--- config.mk ---
export PLATFORM = sky130hd
export DESIGN_NAME = multiplicador_ctrl_flat
export DESIGN_NICKNAME = d
export VERILOG_FILES = /design/src/rtl/mult_pkg.sv /design/src/rtl/multiplicador_ctrl_if.sv /design/src/rtl/mult_iter_cnt.sv /design/src/rtl/multiplicador_ctrl.sv /design/src/flat_wrapper.sv
export SDC_FILE = /design/constraint.sdc
export NUM_CORES = 1
export LEC_CHECK = 0
export ABC_AREA = 1
export BUFFER_PORTS_ARGS = -buffer_cell sky130_fd_sc_hd__buf_2
export CAP_MARGIN = 15
export CORE_AREA = 5 5 42 44
export DETAILED_ROUTE_END_ITERATION = 7
export DIE_AREA = 0 0 47 49
export GPL_ROUTABILITY_DRIVEN = 0
export GPL_TIMING_DRIVEN = 0
export PLACE_DENSITY_LB_ADDON = 0.08
export SLEW_MARGIN = 25
export SYNTH_ARGS = -nofsm -noshare
export SYNTH_HDL_FRONTEND = slang
export SYNTH_HIERARCHICAL = 1
export SYNTH_SLANG_ARGS = --single-unit
--- constraint.sdc ---
create_clock -name clk -period 1.58 [get_ports clk]
set_clock_uncertainty 0.15 [all_clocks]
set_input_delay 0.079 -clock clk [delete_from_list [all_inputs] [get_ports clk]]
set_output_delay 0.079 -clock clk [all_outputs]
set_load 0.01 [all_outputs]
--- src/rtl/mult_pkg.sv ---
// Shared definitions for the shift-and-add multiplier: controller state
// encoding and the datapath select encodings used by controller and datapath.
// Optional feature macro used elsewhere in this slice: MULT_CTRL_ABORT_EN.
package mult_pkg;

    typedef enum logic [1:0] {
        IDLE = 2'd0,
        LOAD = 2'd1,
        ITER = 2'd2,
        DONE = 2'd3
    } mult_state_t;

    // a_sel / b_sel: take the external operand or the shifted register
    localparam logic SEL_EXT   = 1'b0;
    localparam logic SEL_SHIFT = 1'b1;
    // prod_sel: clear the product or take the add-select mux
    localparam logic PROD_CLR  = 1'b0;
    localparam logic PROD_NEXT = 1'b1;
    // add_sel: accumulate A into the product or keep it
    localparam logic ADD_SUM   = 1'b0;
    localparam logic ADD_HOLD  = 1'b1;

    // A set multiplier bit means "add A this iteration"
    function automatic logic add_sel_for(input logic b_lsb);
        return b_lsb ? ADD_SUM : ADD_HOLD;
    endfunction

endpackage

--- src/rtl/multiplicador_ctrl_if.sv ---
// Bundle between the multiplier controller and its surroundings.
// Handshake: start is a request sampled only while the controller is idle
// (busy=0, done=0); there is no queuing, so a start seen at any other time is
// dropped. busy stays high from the load cycle through the last iteration and
// done pulses for one cycle when the product register holds the result.
// Optional abort input exists only with MULT_CTRL_ABORT_EN.
interface multiplicador_ctrl_if #(
    parameter int WIDTH = 32
);
    import mult_pkg::*;

    localparam int CW = $clog2(WIDTH + 1);

    logic          start;
    logic          b_lsb;
    logic          a_sel;
    logic          b_sel;
    logic          prod_sel;
    logic          add_sel;
    logic          busy;
    logic          done;
`ifdef MULT_CTRL_ABORT_EN
    logic          abort;
`endif
    mult_state_t   dbg_state;
    logic [CW-1:0] dbg_cnt;

`ifdef MULT_CTRL_ABORT_EN
    modport master (
        input  start, b_lsb, abort,
        output a_sel, b_sel, prod_sel, add_sel, busy, done, dbg_state, dbg_cnt
    );
    modport slave (
        output start, b_lsb, abort,
        input  a_sel, b_sel, prod_sel, add_sel, busy, done, dbg_state, dbg_cnt
    );
`else
    modport master (
        input  start, b_lsb,
        output a_sel, b_sel, prod_sel, add_sel, busy, done, dbg_state, dbg_cnt
    );
    modport slave (
        output start, b_lsb,
        input  a_sel, b_sel, prod_sel, add_sel, busy, done, dbg_state, dbg_cnt
    );
`endif

endinterface

--- src/rtl/mult_iter_cnt.sv ---
// Iteration counter for the multiplier controller: clear has priority over
// enable, and tc flags the last iteration (cnt == WIDTH-1).
module mult_iter_cnt #(
    parameter int WIDTH = 32
) (
    input  logic                       clk,
    input  logic                       reset,
    input  logic                       clr,
    input  logic                       en,
    output logic [$clog2(WIDTH+1)-1:0] cnt,
    output logic                       tc
);
    localparam int CW = $clog2(WIDTH + 1);

    logic [CW-1:0] cnt_q;
    logic [CW-1:0] cnt_d;

    // Next count: clear, increment or hold
    always_comb begin
        cnt_d = cnt_q;
        if (clr) begin
            cnt_d = '0;
        end else if (en) begin
            cnt_d = cnt_q + CW'(1);
        end
    end

    // Count register
    always_ff @(posedge clk or posedge reset) begin
        if (reset) begin
            cnt_q <= '0;
        end else begin
            cnt_q <= cnt_d;
        end
    end

    assign cnt = cnt_q;
    assign tc  = (cnt_q == CW'(WIDTH - 1));

endmodule

--- src/rtl/multiplicador_ctrl.sv ---
// Control FSM for the shift-and-add multiplier: LOAD, WIDTH iterations, DONE.
// All outputs decode from state except add_sel, which follows b_lsb in ITER.
// Optional feature: MULT_CTRL_ABORT_EN adds an abort input on the bus.
module multiplicador_ctrl
    import mult_pkg::*;
#(
    parameter int WIDTH = 32
) (
    input  logic                clk,
    input  logic                reset,
    multiplicador_ctrl_if.master bus
);
    localparam int CW = $clog2(WIDTH + 1);

    mult_state_t   state_q;
    mult_state_t   state_d;
    logic          cnt_clr;
    logic          cnt_en;
    logic          cnt_tc;
    logic [CW-1:0] cnt;
    logic          abort_req;

`ifdef MULT_CTRL_ABORT_EN
    assign abort_req = bus.abort;
`else
    assign abort_req = 1'b0;
`endif

    mult_iter_cnt #(.WIDTH(WIDTH)) u_cnt (
        .clk   (clk),
        .reset (reset),
        .clr   (cnt_clr),
        .en    (cnt_en),
        .cnt   (cnt),
        .tc    (cnt_tc)
    );

    // State register
    always_ff @(posedge clk or posedge reset) begin
        if (reset) begin
            state_q <= IDLE;
        end else begin
            state_q <= state_d;
        end
    end

    // Next state, counter control and select decode
    always_comb begin
        state_d      = state_q;
        cnt_clr      = 1'b1;
        cnt_en       = 1'b0;
        bus.a_sel    = SEL_SHIFT;
        bus.b_sel    = SEL_SHIFT;
        bus.prod_sel = PROD_NEXT;
        bus.add_sel  = ADD_HOLD;
        bus.busy     = 1'b0;
        bus.done     = 1'b0;
        unique case (state_q)
            IDLE: begin
                if (bus.start) begin
                    state_d = LOAD;
                end
            end
            LOAD: begin
                bus.a_sel    = SEL_EXT;
                bus.b_sel    = SEL_EXT;
                bus.prod_sel = PROD_CLR;
                bus.busy     = 1'b1;
                state_d      = abort_req ? IDLE : ITER;
            end
            ITER: begin
                bus.add_sel = add_sel_for(bus.b_lsb);
                bus.busy    = 1'b1;
                // Clearing on the last iteration leaves cnt at 0 in DONE
                cnt_clr     = cnt_tc || abort_req;
                cnt_en      = 1'b1;
                if (abort_req) begin
                    state_d = IDLE;
                end else if (cnt_tc) begin
                    state_d = DONE;
                end
            end
            DONE: begin
                bus.done = 1'b1;
                state_d  = IDLE;
            end
            default: begin
                state_d = IDLE;
            end
        endcase
    end

    assign bus.dbg_state = state_q;
    assign bus.dbg_cnt   = cnt;

endmodule

--- src/flat_wrapper.sv ---
// flat-port wrapper written by rule: the top's interface ports become plain ports
module multiplicador_ctrl_flat import mult_pkg::*;
#(
    parameter int WIDTH = 32
)
  (clk, reset, bus_start, bus_b_lsb, bus_a_sel, bus_b_sel, bus_prod_sel, bus_add_sel, bus_busy, bus_done, bus_dbg_state, bus_dbg_cnt);
  multiplicador_ctrl_if #(.WIDTH(WIDTH)) bus_i ();
  input  logic clk;
  input  logic reset;
  input wire logic [$bits(bus_i.start)-1:0] bus_start;
  input wire logic [$bits(bus_i.b_lsb)-1:0] bus_b_lsb;
  output wire logic [$bits(bus_i.a_sel)-1:0] bus_a_sel;
  output wire logic [$bits(bus_i.b_sel)-1:0] bus_b_sel;
  output wire logic [$bits(bus_i.prod_sel)-1:0] bus_prod_sel;
  output wire logic [$bits(bus_i.add_sel)-1:0] bus_add_sel;
  output wire logic [$bits(bus_i.busy)-1:0] bus_busy;
  output wire logic [$bits(bus_i.done)-1:0] bus_done;
  output wire logic [$bits(bus_i.dbg_state)-1:0] bus_dbg_state;
  output wire logic [$bits(bus_i.dbg_cnt)-1:0] bus_dbg_cnt;
  assign bus_i.start = bus_start;
  assign bus_i.b_lsb = bus_b_lsb;
  assign bus_a_sel = bus_i.a_sel;
  assign bus_b_sel = bus_i.b_sel;
  assign bus_prod_sel = bus_i.prod_sel;
  assign bus_add_sel = bus_i.add_sel;
  assign bus_busy = bus_i.busy;
  assign bus_done = bus_i.done;
  assign bus_dbg_state = bus_i.dbg_state;
  assign bus_dbg_cnt = bus_i.dbg_cnt;
  multiplicador_ctrl #(.WIDTH(WIDTH)) u_core (.clk(clk), .reset(reset), .bus(bus_i));
endmodule
==> summary.txt <==
Status
  – Status: completed

Placement
  – Port bufs: 17
  – Worst Setup Slack post-DPL: -0.1168 ns
  – Placed cell areas: 631.9 µm²
  – Placed cells: 100
  – Detailed Place HPWL: 822.5 µm

Layout
  – Antenna Cells: 0
  – Fin nets: 103
  – Layout cells sized above 1: 41.76%
  – Final Non-Filler Cells: 107
  – FILL cells: 143
  – Area growth, synth to finish: 39.28%
  – Layout Utilization: 51.61%
  – Design area: 723.2 µm²

Pwr
  – Combinational fraction of design power: 60.1%
  – Internal Power: 0.6450 mW
  – Clk network pwr share: 13.7%
  – Overall Power: 1.147 mW
  – Power Dens Cells: 1587 nW/µm²
  – Sw Share: 43.79%
  – Sw power: 0.5024 mW
  – Worst VDD drop: 0.7092 mV
  – Leak: 0.3832 nW
  – Flop pwr share: 26.2%

STA
  – Fin Setup TNS: 0 ns
  – Post-route clock period utilization: 96.05%
  – Fmax: 659.0 MHz
  – Final count of pins violating max slew: 0
  – Fin worst setup slack: 0.06247 ns
  – Final-report setup violation count: 0
  – RSZ-0062 raised after global routing: yes
  – Worst Max-Slew Pin Slew: 0.2452 ns
  – Final Hold Fails: 0
  – Worst hold slack: 0.03844 ns
  – Slew margin rel.: 83.63%
  – Min Clock Period, post-route: 1.518 ns

Synthesis
  – Post-synth EDFFs: 0
  – Commonest cells post-synth: inv_1, nand2_1, dfrtp_1
  – Ys flop type: dfrtp_1
  – Mapped Nets: 77
  – Cells after Synth: 67
  – Post-synth ARST share: 100.0%
  – Top cells by area, synth: dfrtp_1, ha_1, inv_1
  – Share of the synthesized area in the top cell type: 38.55%
  – Seq cells post-synth: 8
  – Synthesized cell area: 519.2 µm²
  – Synth Warn #: 6
  – Avg Cell Area, Syn: 7.750 µm²
  – Yosys top cell by area: dfrtp_1
  – Synth unique cells: 14
  – Sequential element share of the synthesized area: 38.55%

GRT
  – Largest net degree at the start of global routing: 8
  – GRT Total Usage: 10.63%
  – Initial antenna violation count: 0
  – Number of global-route vias before repair: 416
  – GRT Max-Usage Layer: met2
  – Global-route wire length before repair: 1.807 mm
  – GRT met3 Usage: 5.535%
  – GRT overflow: 0
  – Met1 Usage GRT: 14.13%
  – Met2 Usage GRT: 14.93%

Clock network
  – H-tree levels: 1
  – Root buffer cell: clkbuf_4
  – Number of CTS-inserted buffers: 3
  – Reg clk slew, reported paths: 0.06 ns
  – Clock net sink count: 8
  – CTS tree: yes
  – Clk_lat worst skew: 0.25 ns
  – Max clock buf depth: 2

Floorplanning
  – Die W: 47 µm
  – # rows: 14
  – Die Height: 49 µm
  – Initial Utilization: 37.05%
  – Core box area: 1401 µm²
  – Die Area: 2303 µm²
  – I/O pin count: 18

Drt
  – Via count: 496
  – Vias per cell: 4.636
  – DRT iter0 DRCs: 6
  – Post-DRT Antenna Nets: 0
  – Final WL: 1.090 mm
  – Routed WL per cell: 10.19 µm
  – # DRC: 0
  – DRT Pass-1 Iters: 4

Critical path
  – WS Path Type: reg -> reg
  – Worst-path maximum fanout: 6
  – Cell Chain, Critical Path: ha_4 > nand2_2 > nor3_2 > inv_1 > nand2_4 > nor2_4 > nor2_2 > nand3_1 > nand2_1 > nor2_1
  – Worst path slowest cell: dfrtp_1
  – Worst setup SP type: register
  – CP Capture Type: register
  – Critical path required time: 1.58 ns
  – R2R setup slack: 0.06 ns
  – Max incr delay on CP: 0.39 ns
  – Arrival @ worst endpoint: 1.51 ns

Min path
  – Hold Crit Class: in -> reg

Job
  – Max Cap Violations: 0
==> final timing paths <==
path                                     start                      end  depth (start not counted)
max in group asynchronous                reset      u_core/u_cnt/cnt[1]                          3
hold / removal                       bus_start  u_core/bus.dbg_state[0]                          5
setup reg to reg           u_core/u_cnt/cnt[1]      u_core/u_cnt/cnt[5]                         10
hold reg to reg            u_core/u_cnt/cnt[4]      u_core/u_cnt/cnt[4]                          2
min in group asynchronous                reset  u_core/bus.dbg_state[0]                          3
setup / recovery           u_core/u_cnt/cnt[1]      u_core/u_cnt/cnt[5]                         10
==> flip-flops by register name, summed over array words and instances (netlist names) <==
register / count
u_core/bus.dbg_state: 2
u_core/u_cnt/cnt: 6
==> cell usage in the layout (no fill, tap or decap), drive strengths merged <==
| master | instances |
|---|---|
| buf | 22 |
| nand3 | 6 |
| xnor2 | 1 |
| dfrtp | 8 |
| a211oi | 1 |
| nand2 | 16 |
| clkbuf | 3 |
| ha | 6 |
| nor2 | 9 |
| o21ai | 1 |
| a21oi | 3 |
| nor3 | 1 |
| inv | 13 |
| dlygate4sd3 | 1 |
==> timing repair <==
action / in CTS / in global routing
pin swaps: 2 / 2
endpoints found under the hold margin: 8 / 0
setup endpoints to repair: 5 / 7
resized for setup: 2 / 7
gates cloned: 0 / 0
setup buffers: 1 / 2
hold buffers: 1 / 0
==> layer usage <==
metal	share of wire, %	vias up
met5	0	-
met4	0.92	0
met3	5.4	2
met2	48	9
met1	46	232
li1	-	253
==> critical path, delay by kind of cell (launching register included) <==
kind / cells / cell delay (ns)
and+or+nand+nor: 8 / 0.63
adders and majority gates: 1 / 0.16
buffers and inverters: 1 / 0.09
DFF: 1 / 0.39
==> power groups by stage <==
stage / clock network, mW / registers (mW) / logic, mW
final: 0.157 / 0.300 / 0.690
after global placement: 0 / 0.296 / 0.594
after floorplan: 0 / 0.307 / 0.410
after detailed placement: 0 / 0.297 / 0.595
after CTS: 0.165 / 0.287 / 0.638
after global routing: 0.181 / 0.310 / 0.771
==> cell type report <==
cell class	count	area, µm²	area share, %
clock buffers	3	22.52	3.114
plain buffers	2	15.01	2.076
inverters	13	48.80	6.747
multi-input cells	44	297.8	41.18
flip-flops and latches	8	201.4	27.85
repair buffers	21	117.6	16.26
well taps	16	20.02	2.768
==> cell families (layout without fill, tap and decap cells) <==
| group | after synthesis | in the layout | share of synthesized area, % |
|---|---|---|---|
| fa+ha+maj | 6 | 6 | 14.46 |
| compound gates | 5 | 5 | 5.300 |
| flops | 8 | 8 | 38.55 |
| buf+inv | 15 | 39 | 12.29 |
| xor+xnor | 1 | 1 | 1.687 |
| simple gates | 32 | 32 | 27.71 |
Power figures use the tool's default switching activity.
